### src/rtl/riscv_pkg.sv
// Shared definitions for the load/store unit: FSM state encoding,
// RV32I load/store funct3 codes and the all-lanes byte-enable mask.
package riscv_pkg;

    typedef enum logic [1:0] {
        IDLE = 2'd0,
        REQ  = 2'd1,
        WAIT = 2'd2,
        DONE = 2'd3
    } lsu_state_t;

    localparam logic [2:0] F3_B  = 3'b000;
    localparam logic [2:0] F3_H  = 3'b001;
    localparam logic [2:0] F3_W  = 3'b010;
    localparam logic [2:0] F3_BU = 3'b100;
    localparam logic [2:0] F3_HU = 3'b101;

    localparam logic [3:0] BE_ALL = 4'b1111;

endpackage

### src/rtl/lsu_extend.sv
// Load data extractor: picks the addressed byte/halfword out of the bus
// word and sign- or zero-extends it according to funct3. Unknown codes
// return the full word.
module lsu_extend
    import riscv_pkg::*;
(
    input  logic [31:0] rdata,
    input  logic [2:0]  funct3,
    input  logic [1:0]  addr_lo,
    output logic [31:0] ext
);

    logic        [7:0]  byte_sel;
    logic        [15:0] half_sel;
    logic signed [7:0]  byte_s;
    logic signed [15:0] half_s;

    // Lane selection followed by size/sign extension
    always_comb begin
        byte_sel = rdata[{addr_lo, 3'b000} +: 8];
        half_sel = addr_lo[1] ? rdata[31:16] : rdata[15:0];
        byte_s   = signed'(byte_sel);
        half_s   = signed'(half_sel);
        case (funct3)
            F3_B:    ext = 32'(byte_s);
            F3_BU:   ext = {24'b0, byte_sel};
            F3_H:    ext = 32'(half_s);
            F3_HU:   ext = {16'b0, half_sel};
            default: ext = rdata;
        endcase
    end

endmodule

### src/rtl/lsu.sv
// Load/store unit: one aligned access per Start on a req/gnt/rvalid bus,
// stalling the core until Done. Loads time out after TIMEOUT cycles in
// WAIT. Optional macro LSU_MISALIGN_EXC_EN: misaligned halfword/word
// accesses complete immediately with MisalignErr instead of truncating.
module lsu
    import riscv_pkg::*;
#(
    parameter int TIMEOUT = 16,
    parameter int CNT_W   = 5
) (
    input  logic        clk,
    input  logic        reset,
    input  logic        Start,
    input  logic        MemWrite,
    input  logic [2:0]  Funct3,
    input  logic [31:0] Addr,
    input  logic [31:0] WriteData,
    output logic [31:0] ReadData,
    output logic        Done,
    output logic        Stall,
    output logic        BusErr,
    output logic        MisalignErr,
    output logic        BusReq,
    output logic        BusWe,
    output logic [31:0] BusAddr,
    output logic [3:0]  BusBe,
    output logic [31:0] BusWData,
    input  logic        BusGnt,
    input  logic        BusRValid,
    input  logic [31:0] BusRData
);

    lsu_state_t       state, state_n;
    logic [CNT_W-1:0] cnt;
    logic             we_q;
    logic [2:0]       f3_q;
    logic [31:0]      addr_q;
    logic [31:0]      wdata_q;
    logic [31:0]      rdata_q;
    logic             buserr_q;
    logic             miserr_q;
    logic [31:0]      ext_data;
    logic             mis_start;
    logic             timeout;
    logic             req;

    // Store byte enables: lane-shifted for bytes/halves, all lanes for words
    function automatic logic [3:0] store_be(input logic [2:0] f3, input logic [1:0] a);
        case (f3[1:0])
            2'b00:   return 4'b0001 << a;
            2'b01:   return a[1] ? 4'b1100 : 4'b0011;
            default: return BE_ALL;
        endcase
    endfunction

    // Store data replicated across every lane the access may hit
    function automatic logic [31:0] store_data(input logic [2:0] f3, input logic [31:0] d);
        case (f3[1:0])
            2'b00:   return {4{d[7:0]}};
            2'b01:   return {2{d[15:0]}};
            default: return d;
        endcase
    endfunction

`ifdef LSU_MISALIGN_EXC_EN
    assign mis_start = ((Funct3[1:0] == 2'b01) && Addr[0]) ||
                       ((Funct3[1:0] >= 2'b10) && (Addr[1:0] != 2'b00));
`else
    assign mis_start = 1'b0;
`endif

    assign timeout = (cnt == CNT_W'(TIMEOUT - 1));

    lsu_extend u_extend (
        .rdata   (BusRData),
        .funct3  (f3_q),
        .addr_lo (addr_q[1:0]),
        .ext     (ext_data)
    );

    // State, request latches, timeout counter and held results
    always_ff @(posedge clk) begin
        if (reset) begin
            state    <= IDLE;
            cnt      <= '0;
            we_q     <= 1'b0;
            f3_q     <= 3'b0;
            addr_q   <= 32'b0;
            wdata_q  <= 32'b0;
            rdata_q  <= 32'b0;
            buserr_q <= 1'b0;
            miserr_q <= 1'b0;
        end else begin
            state <= state_n;
            case (state)
                IDLE: if (Start) begin
                    we_q     <= MemWrite;
                    f3_q     <= Funct3;
                    addr_q   <= Addr;
                    wdata_q  <= WriteData;
                    rdata_q  <= 32'b0;
                    buserr_q <= 1'b0;
                    miserr_q <= mis_start;
                end
                REQ: if (BusGnt) cnt <= '0;
                WAIT: begin
                    if (BusRValid)    rdata_q  <= ext_data;
                    else if (timeout) buserr_q <= 1'b1;
                    else              cnt      <= cnt + CNT_W'(1);
                end
                default: ;
            endcase
        end
    end

    // Next-state selection
    always_comb begin
        state_n = state;
        case (state)
            IDLE: if (Start) state_n = mis_start ? DONE : REQ;
            REQ:  if (BusGnt) state_n = we_q ? DONE : WAIT;
            WAIT: if (BusRValid || timeout) state_n = DONE;
            DONE: state_n = IDLE;
            default: state_n = IDLE;
        endcase
    end

    // Bus and core-facing outputs, driven only while the request is live
    always_comb begin
        req         = (state == REQ);
        BusReq      = req;
        BusWe       = req && we_q;
        BusAddr     = req ? {addr_q[31:2], 2'b00} : 32'b0;
        BusBe       = req ? (we_q ? store_be(f3_q, addr_q[1:0]) : BE_ALL) : 4'b0;
        BusWData    = (req && we_q) ? store_data(f3_q, wdata_q) : 32'b0;
        Done        = (state == DONE);
        Stall       = (Start && state == IDLE) || state == REQ || state == WAIT;
        ReadData    = rdata_q;
        BusErr      = buserr_q;
        MisalignErr = miserr_q;
    end

endmodule

### config.mk
export PLATFORM = sky130hd
export DESIGN_NAME = lsu
export DESIGN_NICKNAME = d
export VERILOG_FILES = /design/src/rtl/riscv_pkg.sv /design/src/rtl/lsu_extend.sv /design/src/rtl/lsu.sv
export SDC_FILE = /design/constraint.sdc
export NUM_CORES = 1
export LEC_CHECK = 0
export BUFFER_PORTS_ARGS = -buffer_cell sky130_fd_sc_hd__buf_2
export CORE_ASPECT_RATIO = 2
export CORE_MARGIN = 5
export CORE_UTILIZATION = 39
export DETAILED_ROUTE_END_ITERATION = 12
export GPL_TIMING_DRIVEN = 1
export HOLD_SLACK_MARGIN = 0.05
export PLACE_DENSITY = 0.81
export SYNTH_ARGS = -nofsm -noshare
export SYNTH_HDL_FRONTEND = slang
export SYNTH_SLANG_ARGS = --single-unit
### constraint.sdc
create_clock -name clk -period 2 [get_ports clk]
set_input_delay 0.2 -clock clk [delete_from_list [all_inputs] [get_ports clk]]
set_output_delay 0.2 -clock clk [all_outputs]
set_load 0.02 [all_outputs]
## Yosys cells after proc, flatten, opt, wreduce, memory -nomap -nowiden

Index checks and enable logic that the tools add are counted.
Widths: inputs -> output; s select.

- Word-level logic and storage cells: 66
- RAM bits: 0
- Memories: 0
- Bits in latches: 0
- Output and inout port bits: 106
- Input port bits: 105
- Bits in registers: 108
- Bits in read-only memories: 0

- Bitwise operators: 0
- Multipliers: 0
- Divide/modulo/power cells: 0
- Add/sub/neg operators: 1
- Equality and inequality tests: 15
- Multiplexer cells: 25
- Shift operators: 2
- Magnitude comparators: 0
- Reduce and logical (&&, ||, !) cells: 15

Operator list:

| cell | count |
|---|---|
| $mux 32 | 4 |
| $pmux 32 s2 | 2 |
| $pmux 32 s4 | 1 |
| $shiftx 32x6->8 | 1 |
| $mux 16 | 1 |
| $mux 5 | 3 |
| $mux 4 | 3 |
| $ne 2x2->1 const B | 6 |
| $pmux 5 s2 | 1 |
| $pmux 2 s4 | 1 |
| $pmux 4 s2 | 1 |
| $reduce_and 4->1 | 2 |
| $eq 3x3->1 const B | 2 |
| $mux 2 | 3 |
| $reduce_and 3->1 | 2 |
| $add 5x1->5 const B | 1 |
| $eq 5x4->1 const B | 1 |
| $eq 2x1->1 const B | 2 |
| $eq 2x2->1 const B | 2 |
| $logic_not 2->1 | 2 |
| $mux 1 | 4 |
| $reduce_bool 2->1 | 2 |
| $shl 1x2->4 const A | 1 |
| $eq 3x1->1 const B | 1 |
| 6 further kinds | 9 |

## Depth between registers and ports, before layout

Gate-level depths: netlist of the first run.

- Word-level depth: 4
- Depth in mapped cells: 8
- Depth with buffers taken out: 7

## Cells and area by module

Synthesis of the first run repeated with hierarchy kept, for this count alone.

- Cell total of the unflattened synthesis: 737
- Area, all modules: 5,763.0 µm²

By module, submodules not included:

| module | times used | sequential area each (µm²) | area each (µm²) | cells an instance |
|---|---|---|---|---|
| lsu | 1 | 2,162.1 | 4,917.2 | 641 |
| lsu_extend | 1 | 0.0 | 845.8 | 96 |

## Least setup slack after synthesis of the first run

Ideal clock, no wire load.

- Path kind: register to output
- Start: register state[1]
- End: output BusBe[0]
- Stages on the path, launching flop included: 6
- Arrival: 1.729 ns
- Path buffers: 2
- Slack: 0.071 ns
- Data required time: 1.800 ns
- Cells stage by stage: dfxtp_1 > inv_1 > ha_1 > clkbuf_1 > clkbuf_1 > a21boi_0

- Word-level cells in the longest chain between the ends: 2

Ends and longest elaborated chain:

| what | line | RTL |
|---|---|---|
| from (decl) | lsu.sv:33 | `lsu_state_t state, state_n;` |
| from (signal assigned) | lsu.sv:94 | `state <= state_n;` |
| $eq 2x1->1 | lsu.sv:130 | `req = (state == REQ);` |
| via BusReq | lsu.sv:23 | `output logic BusReq,` |
| $mux 4 | lsu.sv:134 | `BusBe = req ? (we_q ? store_be(f3_q, addr_q[1:0]) : BE_ALL) : 4'b0;` |
| to (decl) | lsu.sv:26 | `output logic [3:0] BusBe,` |

The timed path passes the listed nets, and every way through them passes these cells.

## Worst setup path in the final report of the first run

- Start: register state[1]
- End: output Stall

- Word-level cells in the longest chain between the ends: 4
- Elaborated cells on any way between the ends: 6
- Classes of those cells: eq/ne (2); reduce/logical (4)

Ends and longest elaborated chain:

| what | line | RTL |
|---|---|---|
| $logic_not 2->1 | lsu.sv:137 | `Stall = (Start && state == IDLE) \|\| state == REQ \|\| state == WAIT;` |
| $logic_and 1x1->1 | lsu.sv:137 |  |
| $logic_or 1x1->1 | lsu.sv:137 |  |
| $logic_or 1x1->1 * | lsu.sv:137 |  |
| to (decl) | lsu.sv:20 | `output logic Stall,` |

Every way passes the cells marked *; elsewhere a longest branch is shown, timed or not.

==> run metrics, run 1 <==
outcome=finished clean; critical path type=reg2out; CP max stage cell=dfxtp_2; Initial DRT Pass Iterations=5; largest net degree at the start of global routing=just under 70; via count=5393; Hold WC Path Type=in2reg; CTS buffer count=9; Hold Path Origin=Addr[11]; Area Overhead vs Synth=31.9%; Crit path largest cell delay=370 ps; initial DRC count=roughly 270; CP top delay family=simple AND/OR/NAND/NOR gates; initial antenna violation count=0; Pins Over Slew Limit=0; RR Endpoint=state[0]; pre-CTS setup slack=-4.68 ps; NumNets Final=963; Yosys reg bits=108; Buffers on Ports=207; I/O pin count=around 210; leading area contributor after synthesis=dfxtp_1; Synth area leaders=dfxtp_1 (42%), nand2_1 (12%), a21oi_1 (8.8%); first-pass GRT wire length=27.4 mm; die area=0.0159 mm2; Slew headroom=0.509; EDFF count, synth=0; worst-path fanout max=5; vias per inst=5.34; routed length per placed instance=about 17 um; fin util=0.525; share of layout cells above drive strength 1=0.326; fmax=507 MHz; Arr. time, crit path=1770 ps; Synth top area share=0.416; mean cell area of the mapped netlist=7.91 um2; Detail Placement HPWL=13.0 mm; Die Y=173 um; FF-to-FF path depth=7; sequential area share after synthesis=0.416; YS warnings=0; reg2reg start=cnt[0]; Final setup viols=0; CTS Hold Bufs=0; Clock Latency Late Sink=between 300 and 400 ps; CTS tree=built; worst path buffer plus inverter count=3; Max Cap Viol=0; clock skew=3.98 ps; Final Hold Vio Count=0; DRC violations left=0; WL final=roughly 17 mm; # clock sinks=108; Routed Antenna Nets=0; Pwr per Cell Area=1100 mW/mm2; site row count=around 60; vias in the first global route=5505; Worst Hold Path EP=addr_q[11]; All-Layer GR Usage=0.215; CP required=roughly 1800 ps; CORE AREA=0.0131 mm2; Initial Util=0.398; synthesized area=0.00520 mm2; min Tclk post-route=1970 ps; GPL Wtd Cong=0.893; Worst path depth=6; unrepaired setup endpoints after global routing=true; Crit. End Element=primary output; Worst setup startpoint=state[1]; grt total ovfl=0; flop-to-flop setup slack=190 ps; CTS root buf=clkbuf_16; Antenna diodes=0; FFs w/ async S/R, synth=0; WHS Path Cells=3; leakage power=between 3 and 4 nW; Yosys cell types=45; H-tree levels=3; VDD IR-drop max=666 uV; Die Width=91.7 um; final worst slack=a little under 30 ps; Mapped Cells=658; clock transition at the registers of the reported paths=80 ps; clock buffer depth=2; critical path cell sequence=inv_1, ha_2, buf_4, and2_2, or3_4, buf_6; ys flop type=dfxtp_1; crit start category=flip-flop; period utilization=0.986; Worst-Margin Slew=735 ps
## layout make-up
| cell class | instances | area (um2) |
|---|---|---|
| timing repair buffer | 239 | 1360 |
| fill | 1267 | 6200 |
| tap | 152 | 190 |
| clock buffer | 10 | 239 |
| clock inverter | 6 | 70.1 |
| inverter | 16 | 60.1 |
| multi-input combinational | 478 | 2780 |
| sequential | 108 | 2170 |
## per-stage QoR
step | TNS (ps) | power, mW | area, um2 | cells | hold WS, ps
detailed placement | -8.09 | 5.64 | 6490 | 992 | 442
floorplan | 0 | 4.59 | 5210 | 660 | 336
finish | 0 | 7.54 | 6860 | 1009 | 79.9
global route | -126 | 8.05 | 6860 | 1009 | 72.5
global placement | 0 | 5.58 | 6490 | 992 | 437
CTS | 0 | 7.55 | 6820 | 1009 | 66.6
## report_power, final
part / internal [mW] / leakage, nW / switching [mW]
combinational: 1.16 / 2.18 / 1.82
clock: 1.02 / 0.142 / 0.831
sequential: 2.48 / 0.882 / 0.234
## sequential cells by signal, indices dropped and copies added (netlist names)
register  count
addr_q       32
BusErr        1
we_q          1
ReadData     32
cnt           5
f3_q          3
state         2
wdata_q      32
## how the worst max path moves through the flow
| stage | to | slack [ps] |
|---|---|---|
| 4_1_cts | BusBe[1] | 20 |
| 2_1_floorplan | BusBe[0] | 70 |
| 3_5_place_dp | ReadData[21] | -5 |
| 6_report | Stall | 30 |
| 3_3_place_gp | ReadData[22] | 80 |
| 5_1_grt | Stall | -50 |
## cells by family (layout without fill, tap and decap cells)
| kind of cell | Yosys count | in the layout | share of synthesized area |
|---|---|---|---|
| multiplexers | 29 | 29 | 0.0589 |
| AO/OA/AOI/OAI | 167 | 167 | 0.206 |
| adder cells (fa/ha/maj) | 6 | 6 | 0.0144 |
| XOR/XNOR | 2 | 2 | 0.00337 |
| buffers and inverters | 74 | 271 | 0.0599 |
| flip-flops | 108 | 108 | 0.416 |
| other | 1 | 3 | 0.000721 |
| AND/OR/NAND/NOR | 271 | 271 | 0.241 |
## synth_stat cells, types with 9 or more instances
cell type	instances
clkbuf_1	33
mux2i_1	25
buf_2	12
a21oi_1	91
a221o_1	16
dfxtp_1	108
nand2_1	162
and2_1	32
inv_1	16
and3_1	10
o21ai_0	18
a221oi_1	9
nor2_1	33
## timing repair
action                                  CTS  global route
resized for setup                         6            14
cloned                                    0             0
buffers inserted                          1             0
endpoints found under the setup margin   35            42
hold endpoints to repair                  0             0
## per-layer routing
metal	vias up	track usage	routed length [um]
li1	2640	-	-
met1	2475	0.225	5980
met2	227	0.389	9020
met3	51	0.0495	1340
met4	0	0.111	747
met5	-	0	0
## worst register-to-register path: stages, from the launching register on
cell and delay [ps]:
dfxtp_1 330, ha_1 210, and3_1 190, ha_1 200, nor2_1 270, a221oi_2 130
a41o_1 260, a21oi_1 150
## cell usage in the layout (no fill, tap or decap), drive strengths merged, types with 2 or more instances in the layout
| master | instances |
|---|---|
| a21boi | 3 |
| a21oi | 91 |
| a221o | 16 |
| a221oi | 9 |
| a222oi | 6 |
| a22o | 8 |
| a32o | 2 |
| and2 | 33 |
| and3 | 10 |
| buf | 239 |
| clkbuf | 10 |
| clkinvlp | 3 |
| conb | 3 |
| dfxtp | 108 |
| ha | 6 |
| inv | 18 |
| mux2 | 3 |
| mux2i | 25 |
| nand2 | 162 |
| nand2b | 5 |
| nand3 | 2 |
| nand3b | 7 |
| nand4b | 2 |
| nor2 | 33 |
| nor2b | 8 |
| nor3 | 2 |
| nor4b | 2 |
| o21ai | 18 |
| o22ai | 2 |
| o2bb2ai | 8 |
| or3 | 2 |
| xor2 | 2 |
No activity file was read; power rests on OpenSTA's default activity.
==> inputs of run 2 (changes only) <==
- CELL_PAD_IN_SITES_DETAIL_PLACEMENT: unset -> 1
- CELL_PAD_IN_SITES_GLOBAL_PLACEMENT: unset -> 1
- CORE_UTILIZATION: 39 -> 31
- PLACE_DENSITY: 0.81 -> 0.89
- SKIP_LAST_GASP: unset -> 1
==> run 2 against run 1 <==
The flow now finishes with violations (negative setup slack). Clock power shrank 6%. Total power shrank 1.0%. Sequential share of layout area shrank 0.081 points. Sequential cell count is the same. Non-clock buffer count shrank 2. Setup slack lost 56 ps. Routed wire length grew 15%. First-iteration DRC count shrank 38%. Critical path depth is the same. Via count grew 2.0%.
==> run metrics, run 2 (same netlist as run 1, synthesis figures left out) <==
routed length per placed instance=18.4 um (was 16.9 um); Detail Placement HPWL=14.8 mm (was 13.0 mm); Die Width=102 um (was 91.7 um); Slew headroom=0.528 (was 0.509); vias in the first global route=5919 (was 5505); DRC violations left=0 (unchanged); fin util=0.412 (was 0.525); commonest non-fill, non-tap cell in the layout=buf_2 (unchanged); placed insts=1043 (was 992); area occupied by multi-input gates=0.00276 mm2 (was 0.00278 mm2); PnR Total Power=7.46 mW (was 7.54 mW); fmax=493 MHz (was 507 MHz); failing checks=negative setup slack; setup tns final=-27.5 ps (was 0 ps); H-tree levels=3 (unchanged); FF/Latch Area=0.00217 mm2 (about the same); via count=5503 (was 5393); NumNets Final=961 (was 963); clock transition at the registers of the reported paths=80 ps (about the same); Crit. End Element=primary output (unchanged); commonest non-fill, non-tap cells in the layout=buf_2 (207), nand2_1 (161), dfxtp_1 (105) (was buf_2 (206), nand2_1 (160), dfxtp_1 (104)); VDD IR-drop max=458 uV (was 666 uV); # clock sinks=108 (unchanged); Final Hold Vio Count=0 (unchanged); largest net degree at the start of global routing=59 (was 69); die area=0.0196 mm2 (was 0.0159 mm2); Initial DRT Pass Iterations=4 (was 5); pre-CTS setup slack=-41.1 ps (was -4.68 ps); All-Layer GR Usage=0.195 (was 0.215); Clock Latency Late Sink=350 ps (was 340 ps); vias per inst=5.17 (was 5.34); critical path type=reg2out (unchanged); Hold WS=80.3 ps (was 79.9 ps); Pwr per Cell Area=1080 mW/mm2 (was 1100 mW/mm2); Max Cap Viol=0 (unchanged); CORE AREA=0.0167 mm2 (was 0.0131 mm2); Hold WC Path Type=in2reg (unchanged); Die Y=193 um (was 173 um); period utilization=1.01 (was 0.986); CTS root buf=clkbuf_16 (unchanged); grt total ovfl=0 (unchanged); final std cells w/o fill=1064 (was 1009); Initial Util=0.312 (was 0.398); CTS buffer count=9 (unchanged); Final setup viols=1 (was 0); leakage power=3.18 nW (was 3.21 nW); cell area after layout=0.00688 mm2 (was 0.00686 mm2); final worst slack=-27.5 ps (was 28.9 ps); unrepaired setup endpoints after global routing=true (unchanged); Pins Over Slew Limit=0 (unchanged); Area Overhead vs Synth=32.2% (was 31.9%); share of layout cells above drive strength 1=0.317 (was 0.326); crit start category=flip-flop (unchanged); min Tclk post-route=2030 ps (was 1970 ps); GPL Wtd Cong=0.858 (was 0.893); outcome=complete, but fails checks (was finished clean); clock skew=10.4 ps (was 3.98 ps); worst-path fanout max=25 (was 5); placed inst area=0.00654 mm2 (was 0.00649 mm2); WL final=19.6 mm (was 17.1 mm); Worst-Margin Slew=706 ps (was 735 ps); site row count=67 (was 59); initial antenna violation count=2 (was 0); Arr. time, crit path=1830 ps (was 1770 ps); Routed Antenna Nets=0 (unchanged); flop-to-flop setup slack=90 ps (was 190 ps); Fillers=2100 (was 1267); clock buffer depth=2 (unchanged); first-pass GRT wire length=30.4 mm (was 27.4 mm); CTS Hold Bufs=0 (unchanged); I/O pin count=211 (unchanged); Buffers on Ports=207 (unchanged); CP required=1800 ps (about the same); CTS tree=built (unchanged); initial DRC count=169 (was 274)
-- run 2: changes by cell type in the layout (fill, tap and decap cells not counted), sizes merged --
cell      previous run  this run
buf                239       237
bufinv               1         0
clkinv               0         4
clkinvlp             3         1
diode                0         2
inv                 18        17
-- run 2: final cells by class --
type                            count  share of cell area
Multi-Input combinational cell    478               0.402
Sequential cell                   108               0.315
Timing Repair Buffer              237               0.194
Inverter                           16             0.00874
Tap cell                          207              0.0377
Clock buffer                       10              0.0348
Clock inverter                      6             0.00692
Antenna cell                        2            0.000728
-- run 2: final timing paths --
check,startpoint,to,depth (start not counted)
min,Addr[5],addr_q[5],3
min reg2reg,addr_q[16],addr_q[16],2
max,state[1],BusWData[11],6
max reg2reg,addr_q[1],ReadData[15],5
-- run 2: timing repair --
| action | 4_1_cts | 5_1_grt |
|---|---|---|
| setup endpoints to repair | 35 | 17 |
| resized for setup | 6 | 2 |
| buffers inserted | 3 | 0 |
-- run 2: power breakdown --
part | internal, mW | total (mW) | switching (mW)
sequential | 2.48 | 2.70 | 0.227
clock | 0.890 | 1.74 | 0.851
combinational | 1.12 | 3.01 | 1.90
total | 4.48 | 7.46 | 2.98
-- run 2: worst max-delay path, stage by stage, from the launching register on --
cell     delay [ps]
dfxtp_2         340
inv_1            80
ha_2            270
nand2_1         140
buf_12          200
a21oi_1         220
buf_2           220
-- run 2: routing by layer --
layer | up-vias | wire (um) | track usage | share of wire
li1 | 2630 | - | - | -
met1 | 2630 | 7080 | 0.202 | 0.36
met2 | 200 | 10600 | 0.362 | 0.54
met3 | 43 | 1240 | 0.0360 | 0.063
met4 | 0 | 727 | 0.0917 | 0.037
met5 | - | 0 | 0 | 0
==> inputs of run 3 (changes only) <==
- CORE_UTILIZATION: 31 -> 34
- PLACE_DENSITY: 0.89 -> 0.92
- clock period: 2 -> 2.3 ns (I/O delays scaled with it)
==> run 3 against run 2 <==
The flow now finishes without violations. Clock-buffer cell count decreased by 1. Largest power group unchanged. Sequential cell count unchanged. Clock power decreased by 8%. Non-clock buffer count decreased by 9. Combinational power decreased by 18%. Largest cell class unchanged. Highest routed layer unchanged. Critical path type is now reg2reg.
==> run metrics, run 3 (same netlist as run 1, synthesis figures left out) <==
Clock Latency Late Sink=350 ps (about the same); NumNets Final=952 (was 961); Crit. End Element=flip-flop (was primary output); fin util=0.444 (was 0.412); met2 wire len=9.99 mm (was 10.6 mm); Pwr per Cell Area=953 mW/mm2 (was 1080 mW/mm2); M1 WL=6.92 mm (was 7.08 mm); Final Hold Vio Count=0 (unchanged); fmax=466 MHz; Routed Antenna Nets=0 (unchanged); die area=0.0180 mm2 (was 0.0196 mm2); Final setup viols=0 (was 1); Pins Over Slew Limit=0 (unchanged); met3 WL=1.16 mm (was 1.24 mm); pre-CTS setup slack=150 ps (was -41.1 ps); vias in the first global route=5691 (was 5919); CTS tree=built (unchanged); clock skew=6.19 ps (was 10.4 ps); All-Layer GR Usage=0.204 (was 0.195); Post-CTS Resized=1 (was 6); Buffers on Ports=207 (unchanged); Hold WC Path Type=in2reg (unchanged); outcome=finished clean (was complete, but fails checks); Arr. time, crit path=2430 ps (was 1830 ps); CP required=2580 ps (was 1800 ps); first-pass GRT wire length=29.6 mm (was 30.4 mm); CTS Hold Bufs=0 (unchanged); Die Width=97.5 um (was 102 um); final worst slack=154 ps (was -27.5 ps); DRC violations left=0 (unchanged); # clock sinks=108 (unchanged); area occupied by multi-input gates=0.00276 mm2 (about the same); routed length per placed instance=18.2 um (was 18.4 um); WL final=19.0 mm (was 19.6 mm); via count=5425 (was 5503); Initial DRT Pass Iterations=4 (unchanged); Fillers=1966 (was 2100); Top Metal Used=met4 (unchanged); Initial Util=0.342 (was 0.312); site row count=64 (was 67); min Tclk post-route=2150 ps; clock buffer depth=2 (unchanged); Worst-Margin Slew=880 ps (was 706 ps); largest net degree at the start of global routing=76 (was 59); setup tns final=0 ps (was -27.5 ps); VDD IR-drop max=365 uV (was 458 uV); commonest non-fill, non-tap cell in the layout=buf_2 (unchanged); initial DRC count=191 (was 169); Max Cap Viol=0 (unchanged); I/O pin count=211 (unchanged); critical path type=reg2reg (was reg2out); CTS buffer count=9 (unchanged); unrepaired setup endpoints after global routing=false (was true); vias per inst=5.20 (was 5.17); commonest non-fill, non-tap cells in the layout=buf_2 (207), nand2_1 (161), dfxtp_1 (107) (was buf_2 (207), nand2_1 (161), dfxtp_1 (105)); share of layout cells above drive strength 1=0.305 (was 0.317); leakage power=3.13 nW (was 3.18 nW); Slew headroom=0.405 (was 0.528); CTS root buf=clkbuf_16 (unchanged); setup bufs post-CTS=0 (was 3); Detail Placement HPWL=14.5 mm (was 14.8 mm); CORE AREA=0.0152 mm2 (was 0.0167 mm2); grt total ovfl=0 (unchanged); period utilization=0.933; worst-path fanout max=15 (was 25); clock transition at the registers of the reported paths=80 ps (about the same); Antenna diodes=0 (was 2); FF/Latch Area=0.00216 mm2 (was 0.00217 mm2); Area Overhead vs Synth=29.9% (was 32.2%); H-tree levels=3 (unchanged); initial antenna violation count=0 (was 2); crit start category=flip-flop (unchanged); GPL Wtd Cong=0.803 (was 0.858); Die Y=185 um (was 193 um)
## run 3: cell types whose count changed in the layout (fill, tap and decap cells not counted), sizes merged
| cell | change |
|---|---|
| buf | -9 |
| clkinv | -2 |
| diode | -2 |
| bufinv | +1 |
| clkbuf | -1 |
| clkinvlp | +1 |
| inv | +1 |
## run 3: path summary, 6_finish.rpt
check,depth (start not counted),start,slack (ps),end
min,3,Addr[3],110,addr_q[3]
min reg2reg,2,addr_q[23],450,addr_q[23]
max reg2reg,7,state[0],150,ReadData[24]
max,7,state[0],150,ReadData[24]
## run 3: worst max-delay path, cell delays in order, from the launching register on
cell	delay [ps]
dfxtp_1	440
inv_1	110
ha_1	290
nor2b_4	160
or3_4	450
nor4_4	230
buf_4	250
a221o_1	150
## run 3: through the flow
stage / cells / hold WS [ps] / power (mW) / instance area, um2
floorplan: 660 / 366 / 3.99 / 5210
global placement: 1028 / 438 / 4.79 / 6450
detailed placement: 1028 / 443 / 4.88 / 6450
CTS: 1044 / 99.6 / 6.49 / 6750
global route: 1044 / 103 / 6.84 / 6760
finish: 1044 / 112 / 6.44 / 6760
## run 3: layout make-up
class                           count  share of cell area
Clock buffer                        9              0.0333
Tap cell                          198              0.0367
Multi-Input combinational cell    478               0.408
Timing Repair Buffer              228               0.182
Clock inverter                      7              0.0111
Inverter                           16             0.00889
Sequential cell                   108               0.320
## run 3: per-layer routing
layer / track usage / up-vias
li1: - / 2612
met1: 0.211 / 2561
met2: 0.381 / 196
met3: 0.0400 / 56
met4: 0.113 / 0
met5: 0 / -
## run 3: report_power, final
group	switching (mW)	total, mW	internal, mW
Sequential	0.240	2.39	2.15
Combinational	1.57	2.46	0.882
Clock	0.742	1.60	0.854
Total	2.56	6.44	3.89
